File: config.mk
export PLATFORM = sky130hd
export DESIGN_NAME = rggen_apb_register_bridge
export DESIGN_NICKNAME = d
export VERILOG_FILES = /design/src/rtl/rggen_bridge_pkg.sv /design/src/rtl/rggen_register_response_mux.sv /design/src/rtl/rggen_apb_register_bridge.sv
export SDC_FILE = /design/constraint.sdc
export NUM_CORES = 1
export LEC_CHECK = 0
export ABC_AREA = 1
export BUFFER_PORTS_ARGS = -buffer_cell sky130_fd_sc_hd__buf_2
export CORE_MARGIN = 4
export CORE_UTILIZATION = 45
export DETAILED_ROUTE_END_ITERATION = 8
export PLACE_DENSITY = 0.82
export SLEW_MARGIN = 20
export SYNTH_ARGS = -nofsm -noshare
export SYNTH_HDL_FRONTEND = slang
export SYNTH_SLANG_ARGS = --single-unit
File: constraint.sdc
create_clock -name clk -period 4.77 [get_ports clk]
set_input_delay 0.477 -clock clk [delete_from_list [all_inputs] [get_ports clk]]
set_output_delay 0.477 -clock clk [all_outputs]
set_load 0.05 [all_outputs]
File: src/rtl/rggen_bridge_pkg.sv
// Shared types and helpers for the rggen bus bridges (APB now, AXI/AHB later).
package rggen_bridge_pkg;

    // Bridge protocol state: capture -> wait on registers -> answer the bus.
    typedef enum logic [1:0] {
        IDLE    = 2'd0,
        REQUEST = 2'd1,
        RESPOND = 2'd2
    } rggen_bridge_state_e;

    // Widest select vector the population-count helper accepts.
    localparam int ONEHOT_MAX_WIDTH = 256;

    // Saturating population count: 0 = none, 1 = exactly one, 2 = more than one.
    // Callers zero-extend their vector to ONEHOT_MAX_WIDTH with a size cast.
    function automatic logic [1:0] rggen_onehot_count(input logic [ONEHOT_MAX_WIDTH-1:0] bits);
        logic [1:0] count;
        count = 2'd0;
        for (int i = 0; i < ONEHOT_MAX_WIDTH; i++) begin
            if (bits[i] && (count != 2'd2)) begin
                count = count + 2'd1;
            end
        end
        return count;
    endfunction

endpackage

File: src/rtl/rggen_register_response_mux.sv
// Combinational reduction of per-register select/ready/read-data returns.
module rggen_register_response_mux
    import rggen_bridge_pkg::*;
#(
    parameter int REGISTERS  = 1,
    parameter int DATA_WIDTH = 32
) (
    input  logic [REGISTERS-1:0]            i_register_select,
    input  logic [REGISTERS-1:0]            i_register_ready,
    input  logic [REGISTERS*DATA_WIDTH-1:0] i_register_read_data,
    output logic                            o_hit,
    output logic                            o_no_select,
    output logic                            o_multi_hit,
    output logic [DATA_WIDTH-1:0]           o_read_data
);

    logic [REGISTERS-1:0]  active;
    logic [DATA_WIDTH-1:0] masked_data [REGISTERS];
    logic [1:0]            select_count;

    // Each slot contributes its data only while it is both selected and ready.
    generate
        for (genvar gi = 0; gi < REGISTERS; gi++) begin : g_slot
            assign active[gi]      = i_register_select[gi] & i_register_ready[gi];
            assign masked_data[gi] = i_register_read_data[gi*DATA_WIDTH +: DATA_WIDTH]
                                   & {DATA_WIDTH{active[gi]}};
        end
    endgenerate

    assign select_count = rggen_onehot_count(ONEHOT_MAX_WIDTH'(i_register_select));
    assign o_no_select  = (select_count == 2'd0);
    assign o_multi_hit  = (select_count == 2'd2);
    assign o_hit        = |active;

    // OR-reduce the masked slots into the returned read data.
    always_comb begin
        o_read_data = '0;
        for (int i = 0; i < REGISTERS; i++) begin
            o_read_data = o_read_data | masked_data[i];
        end
    end

endmodule

File: src/rtl/rggen_apb_register_bridge.sv
// APB4 slave front end: latches one transfer, drives the shared register
// request bus, and answers APB from the reduced register responses.
module rggen_apb_register_bridge
    import rggen_bridge_pkg::*;
#(
    parameter int ADDRESS_WIDTH  = 16,
    parameter int DATA_WIDTH     = 32,
    parameter int REGISTERS      = 1,
    parameter int TIMEOUT_CYCLES = 16,
    parameter int ERROR_STATUS   = 1
) (
    input  logic                            clk,
    input  logic                            rst_n,
    input  logic                            i_psel,
    input  logic                            i_penable,
    input  logic [ADDRESS_WIDTH-1:0]        i_paddr,
    input  logic                            i_pwrite,
    input  logic [DATA_WIDTH-1:0]           i_pwdata,
    input  logic [DATA_WIDTH/8-1:0]         i_pstrb,
    output logic                            o_pready,
    output logic [DATA_WIDTH-1:0]           o_prdata,
    output logic                            o_pslverr,
    output logic                            o_register_request,
    output logic [ADDRESS_WIDTH-1:0]        o_register_address,
    output logic                            o_register_write,
    output logic [DATA_WIDTH-1:0]           o_register_write_data,
    output logic [DATA_WIDTH/8-1:0]         o_register_strobe,
    input  logic [REGISTERS-1:0]            i_register_select,
    input  logic [REGISTERS-1:0]            i_register_ready,
    input  logic [REGISTERS*DATA_WIDTH-1:0] i_register_read_data
);

    // A disabled timeout still needs a legal one-bit counter.
    localparam int COUNTER_WIDTH = (TIMEOUT_CYCLES > 0) ? $clog2(TIMEOUT_CYCLES + 1) : 1;
    localparam logic ERROR_VALUE = (ERROR_STATUS != 0);

    rggen_bridge_state_e         state_q;
    logic [COUNTER_WIDTH-1:0]    count_q;
    logic                        pready_q;
    logic [DATA_WIDTH-1:0]       prdata_q;
    logic                        pslverr_q;
    logic                        request_q;
    logic [ADDRESS_WIDTH-1:0]    address_q;
    logic                        write_q;
    logic [DATA_WIDTH-1:0]       write_data_q;
    logic [DATA_WIDTH/8-1:0]     strobe_q;

    logic                        hit;
    logic                        no_select;
    logic                        multi_hit;
    logic [DATA_WIDTH-1:0]       mux_read_data;

    logic                        timeout;
    logic                        done_d;
    logic [DATA_WIDTH-1:0]       prdata_d;
    logic                        pslverr_d;

    rggen_register_response_mux #(
        .REGISTERS  (REGISTERS),
        .DATA_WIDTH (DATA_WIDTH)
    ) u_response_mux (
        .i_register_select    (i_register_select),
        .i_register_ready     (i_register_ready),
        .i_register_read_data (i_register_read_data),
        .o_hit                (hit),
        .o_no_select          (no_select),
        .o_multi_hit          (multi_hit),
        .o_read_data          (mux_read_data)
    );

    assign timeout = (TIMEOUT_CYCLES != 0) &&
                     (count_q == COUNTER_WIDTH'(TIMEOUT_CYCLES - 1));

    // Resolve the REQUEST outcome: multi-hit > no-select > hit > timeout (abort handled in FSM).
    always_comb begin
        done_d    = 1'b0;
        prdata_d  = '0;
        pslverr_d = 1'b0;
        if (multi_hit || no_select) begin
            done_d    = 1'b1;
            pslverr_d = ERROR_VALUE;
        end else if (hit) begin
            done_d   = 1'b1;
            prdata_d = write_q ? '0 : mux_read_data;
        end else if (timeout) begin
            done_d    = 1'b1;
            pslverr_d = ERROR_VALUE;
        end
    end

    // Bridge FSM with registered APB response and register request fields.
    always_ff @(posedge clk) begin
        if (!rst_n) begin
            state_q      <= IDLE;
            count_q      <= '0;
            pready_q     <= 1'b0;
            prdata_q     <= '0;
            pslverr_q    <= 1'b0;
            request_q    <= 1'b0;
            address_q    <= '0;
            write_q      <= 1'b0;
            write_data_q <= '0;
            strobe_q     <= '0;
        end else begin
            case (state_q)
                IDLE: begin
                    pready_q  <= 1'b0;
                    prdata_q  <= '0;
                    pslverr_q <= 1'b0;
                    if (i_psel && !i_penable) begin
                        address_q    <= i_paddr;
                        write_q      <= i_pwrite;
                        write_data_q <= i_pwdata;
                        strobe_q     <= i_pwrite ? i_pstrb : '1;
                        request_q    <= 1'b1;
                        count_q      <= '0;
                        state_q      <= REQUEST;
                    end
                end
                REQUEST: begin
                    if (!i_psel) begin
                        // Master walked away: drop the request without answering.
                        request_q <= 1'b0;
                        state_q   <= IDLE;
                    end else if (done_d) begin
                        request_q <= 1'b0;
                        pready_q  <= 1'b1;
                        prdata_q  <= prdata_d;
                        pslverr_q <= pslverr_d;
                        state_q   <= RESPOND;
                    end else if (count_q != '1) begin
                        count_q <= count_q + 1'b1;
                    end
                end
                RESPOND: begin
                    pready_q  <= 1'b0;
                    prdata_q  <= '0;
                    pslverr_q <= 1'b0;
                    state_q   <= IDLE;
                end
                default: begin
                    state_q <= IDLE;
                end
            endcase
        end
    end

    assign o_pready              = pready_q;
    assign o_prdata              = prdata_q;
    assign o_pslverr             = pslverr_q;
    assign o_register_request    = request_q;
    assign o_register_address    = address_q;
    assign o_register_write      = write_q;
    assign o_register_write_data = write_data_q;
    assign o_register_strobe     = strobe_q;

endmodule

* Yosys cells after proc, flatten, opt, wreduce, memory -nomap -nowiden
Index checks and enable logic that the tools add are counted.
Widths: inputs -> output; s select.
** Word-level totals
- Bits in registers :: 95
- Bits of input ports :: 91
- Output and inout bits :: 88
** Operators by class
- Add/subtract/negate cells :: 1
- Equality and inequality tests :: 11
- Mux-type cells :: 32
- Bitwise logic cells :: 2
- Reduce and logical (&&, ||, !) cells :: 13
** Operators with widths (count)
- $mux 32 :: 5
- $pmux 32 s2 :: 1
- $and 32x32->32 :: 1
- $mux 5 :: 4
- $mux 1 :: 13
- $ne 2x2->1 const B :: 5
- $pmux 5 s2 :: 1
- $mux 2 :: 3
- $pmux 1 s2 :: 3
- $reduce_and 3->1 :: 2
- $add 5x1->5 const B :: 1
- $eq 5x4->1 const B :: 1
- $ne 5x5->1 const B :: 1
- $reduce_and 5->1 :: 1
- $eq 2x2->1 const B :: 2
- $logic_not 2->1 :: 2
- $mux 4 :: 1
- $pmux 2 s2 :: 1
- $reduce_and 2->1 :: 2
- $reduce_bool 2->1 :: 2
- $ne 3x3->1 const B :: 1
- $eq 2x1->1 const B :: 1
- $reduce_or 2->1 :: 1
- $and 1x1->1 :: 1
- 3 further kinds :: 3

* Logic depth before layout (Yosys ltp)
- Word-level depth :: 8
- Depth in mapped cells :: 10
- Depth with buffers taken out :: 10

* By module
A second synthesis with hierarchy kept.
** Second synthesis, totals
- Cells, all modules :: 605
- Area, all modules :: 4349.2 µm²
** By module, submodules not included
- rggen_apb_register_bridge :: times used 1, cells an instance 533, area an instance 3977.6 µm², sequential area each 1901.8 µm²
- rggen_register_response_mux :: times used 1, cells an instance 72, area an instance 371.6 µm², sequential area each 0.0 µm²

* Least setup slack after synthesis
Ideal clock, no wire load.
- Path kind :: register -> register
- Start :: register count_q[0]
- End :: register prdata_q[22] (netlist: o_prdata[22])
- Data arrival time :: 1.634 ns
- Required time :: 4.700 ns
- Path slack :: 3.066 ns
- Stages on the path, launching flop included :: 11
- Buffers on the path :: 1
- Cells stage by stage :: dfxtp_1 ha_1 nand2_1 nor2_1 ha_1 nor2_2 nand2_1 nand3_2 buf_2 nand3_1 a21oi_1
** On the way
- Longest elaborated chain between the ends :: 6
** Ends and longest elaborated chain
- start: declaration :: line rggen_apb_register_bridge.sv:38 : logic [COUNTER_WIDTH-1:0] count_q;
- start signal: assignment :: line rggen_apb_register_bridge.sv:132 : count_q <= count_q + 1'b1;
- $eq 5x4->1 :: line rggen_apb_register_bridge.sv:72 : (count_q == COUNTER_WIDTH'(TIMEOUT_CYCLES - 1));
- $mux 1 :: line rggen_apb_register_bridge.sv:85 : end else if (timeout) begin
- $mux 1 :: line rggen_apb_register_bridge.sv:82 : end else if (hit) begin
- $mux 1 :: line rggen_apb_register_bridge.sv:79 : if (multi_hit || no_select) begin
- $ne 2x2->1 (no source line)
- $reduce_and 3->1 (no source line)
- end signal: assignment :: line rggen_apb_register_bridge.sv:128 : prdata_q <= prdata_d;
- end: declaration :: line rggen_apb_register_bridge.sv:40 : logic [DATA_WIDTH-1:0] prdata_q;
Every way passes these cells.
A chain may end at the register's enable or synchronous reset.

* Final worst setup path
- Start :: register count_q[0]
- End :: register prdata_q[23] (netlist: o_prdata[23])
The elaborated chain is that of the path after synthesis.

==> summary.txt <==
Routing
  – Remaining DRCs: 0
  – DR vias/cell: 5.37
  – Via Count: 3,881
  – First-pass DRT Iterations: 4
  – Drt wl/cell: 14.7 µm
  – Initial DRC count: 193
  – Antenna Nets Post-Route: 0
  – Routed WL: 10,600 µm

Logic synthesis
  – Synth Net Count: between 500 and 600
  – Cells after synthesis: 464
  – Yosys cell types: 21
  – Yosys synthesis warning count: 0
  – Seq cells post-synth: 95
  – Post-synth EDFFs: 0
  – Syn avg cell area: about 8.0 µm²
  – Async SR Flop Fraction: 0
  – Synthesized area: 3710 µm²
  – Seq/Total Area, Yosys: 0.512
  – Most used DFF post-synth: dfxtp_1

Timing
  – Setup TNS: 0 ns
  – Period utilization: 0.689
  – Final Worst Setup Slack: 1.48 ns
  – Clock skew: 0.0110 ns
  – Setup violators final: 0
  – Fin. Hold Viols: 0
  – RSZ-0062 raised after global routing: false
  – Fmax: 304 MHz
  – Fin. max-slew vios: 0
  – Relative slew slack: 0.232
  – Worst Max-Slew Pin Slew: approximately 1.1 ns
  – Fin crit period: 3.29 ns

Place
  – GPL Wtd Cong: just over 0.8
  – DP Worst Slack: 1.51 ns
  – DP HPWL: 7270 µm
  – Placed cell areas: approximately 4600 µm²
  – Port Buf Inserts: 178

Floorplan
  – Initial cell density of the core: 0.471
  – I/O pin total: 179
  – Die Ht: 98.8 µm
  – Core Area: 7890 µm²
  – Die area: 9770 µm²
  – Row cnt: 32
  – DIE WIDTH: 98.8 µm

Global routing
  – Total Routing Usage GR: 0.211
  – First-pass GRT wire length: 17,200 µm
  – Grt total ovfl: 0
  – Largest net degree at the start of global routing: 55
  – Vias in the first global route: 3,549
  – Initial antenna violation count: 0

Pwr
  – Lkg Pwr: 2.11 nW
  – Combinational share of power: 0.156
  – Maximum VDD drop: 0.143 mV
  – Clock power share: 0.327
  – P_sw: 0.475 mW
  – Sw Share: 0.296
  – Flop pwr share: 0.517
  – Pwr/cell area: 337 nW/µm²
  – Pint: approximately 1.1 mW
  – Total power: between 1.5 and 2 mW

Cells and area
  – Reg area: 1900 µm²
  – Share of post-route cells with drive strength above 1: 0.340
  – Area growth syn-to-layout: 28.6%
  – Multi-input logic area: about 1600 µm²
  – Cell area after layout: 4780 µm²
  – Nets@finish: 710
  – Fin util: 0.605
  – Ant diodes: 0
  – Fillers: 700

Worst setup path
  – Worst Setup Path Type: reg -> reg
  – Arrival @ worst endpoint: 3.51 ns
  – Startpoint type of the worst setup path: register
  – CP Capture Type: register
  – R2R setup slack: 1.48 ns
  – Req. time, crit path: 5.00 ns
  – Max FO, Critical Path: 34

Clock tree
  – CTS tree: done
  – TritonCTS buffer count: 9
  – CTS Hold Bufs: 0
  – Post-CTS Setup Inserts: 0
  – Reg clk slew, reported paths: 0.10 ns
  – Root buffer cell: clkbuf_8
  – Clk_lat worst skew: approximately 0.35 ns
  – Htree depth: 3
  – Clock Path Buffers: 2
  – Post_cts resized: 0
  – Sink Count: 95

Flow run
  – Max Cap Violations: 0

Status
  – Status: finished, final reports clean

Hold path
  – Hold Crit Class: in -> reg
==> layout make-up <==
class	count	area share
clock buffers	10	0.0267
repair buffers	182	0.193
well taps	102	0.0267
inverters	15	0.0118
flip-flops and latches	95	0.398
clock inverters	6	0.0144
multi-input cells	313	0.329
==> flip-flops by register name (all words and copies together) (netlist names) <==
name                   cells
o_pready                   1
o_pslverr                  1
count_q                    5
o_prdata                  32
o_register_address        16
o_register_write           1
o_register_write_data     32
state_q                    2
o_register_request         1
o_register_strobe          4
==> per-layer routing <==
metal  wire (µm)  global-route usage
met5           0                   0
met4         144              0.0735
met3        1210              0.0644
met2        4910               0.319
met1        4360               0.285
==> worst paths after layout <==
kind                                                    startpoint                            endpoint  cells past startpoint
worst max-delay path                       count_q[0]$_SDFFE_PN0P_           o_prdata[23]$_SDFFE_PN0P_                      9
worst min-delay path                                    i_pstrb[1]   o_register_strobe[1]$_SDFFE_PN0P_                      3
worst max register to register             count_q[0]$_SDFFE_PN0P_           o_prdata[23]$_SDFFE_PN0P_                      9
worst min register to register  o_register_address[3]$_SDFFE_PN0P_  o_register_address[3]$_SDFFE_PN0P_                      2
==> synth_stat cells (4+ instances only) <==
cell type	count	area, µm²
o21ai_0	4	20.0
nand3_1	91	455
nand2_1	65	244
dfxtp_1	95	1900
inv_2	4	15.0
nand4_1	33	206
a21oi_1	93	465
inv_1	11	41.3
buf_4	5	37.5
buf_2	13	65.1
nor2_1	12	45.0
clkbuf_1	20	75.1
==> layout by cell type, fill, tap and decap left out, types with 4 or more instances in the layout <==
master    Yosys  routed
o21ai_0       4       4
clkbuf_8      0       9
nor2_1       12      11
inv_2         4       4
nand2_1      65      65
inv_1        11      11
nand4_1      33      33
nand3_1      91      91
a21oi_1      93      93
nor2_4        3       4
dfxtp_1      95      95
buf_4         5       4
buf_2        13     178
==> through the flow <==
stage / hold slack (ns) / instances
finish: 0.382 / 723
global route: 0.367 / 723
CTS: 0.362 / 723
detailed placement: 0.451 / 707
global placement: 0.445 / 707
floorplan: 0.457 / 464
==> worst max-delay path, stage by stage, from the launching register on <==
cell and delay, ns:
dfxtp_1 0.41, ha_1 0.20, nand2_1 0.07, nor2_1 0.16, ha_1 0.19, nor2_2 0.06
nand2_1 0.83, nand3_2 0.85, nand3_1 0.30, a21oi_1 0.09
==> kinds of logic after synthesis <==
family / after synthesis / share of synthesized area
DFF: 95 / 0.512
and+or+nand+nor: 212 / 0.279
buffers and inverters: 56 / 0.0661
AOI/OAI and AO/OA: 98 / 0.132
adders and majority gates: 3 / 0.0101
==> power groups by stage <==
stage / logic, mW / registers [mW] / clock network (mW)
after global placement: 0.247 / 0.848 / 0
after floorplan: 0.0916 / 0.929 / 0
after global routing: 0.269 / 0.835 / 0.578
after detailed placement: 0.250 / 0.849 / 0
final: 0.250 / 0.831 / 0.526
after CTS: 0.251 / 0.831 / 0.542
Note: power is estimated with default switching activity, not from simulation.
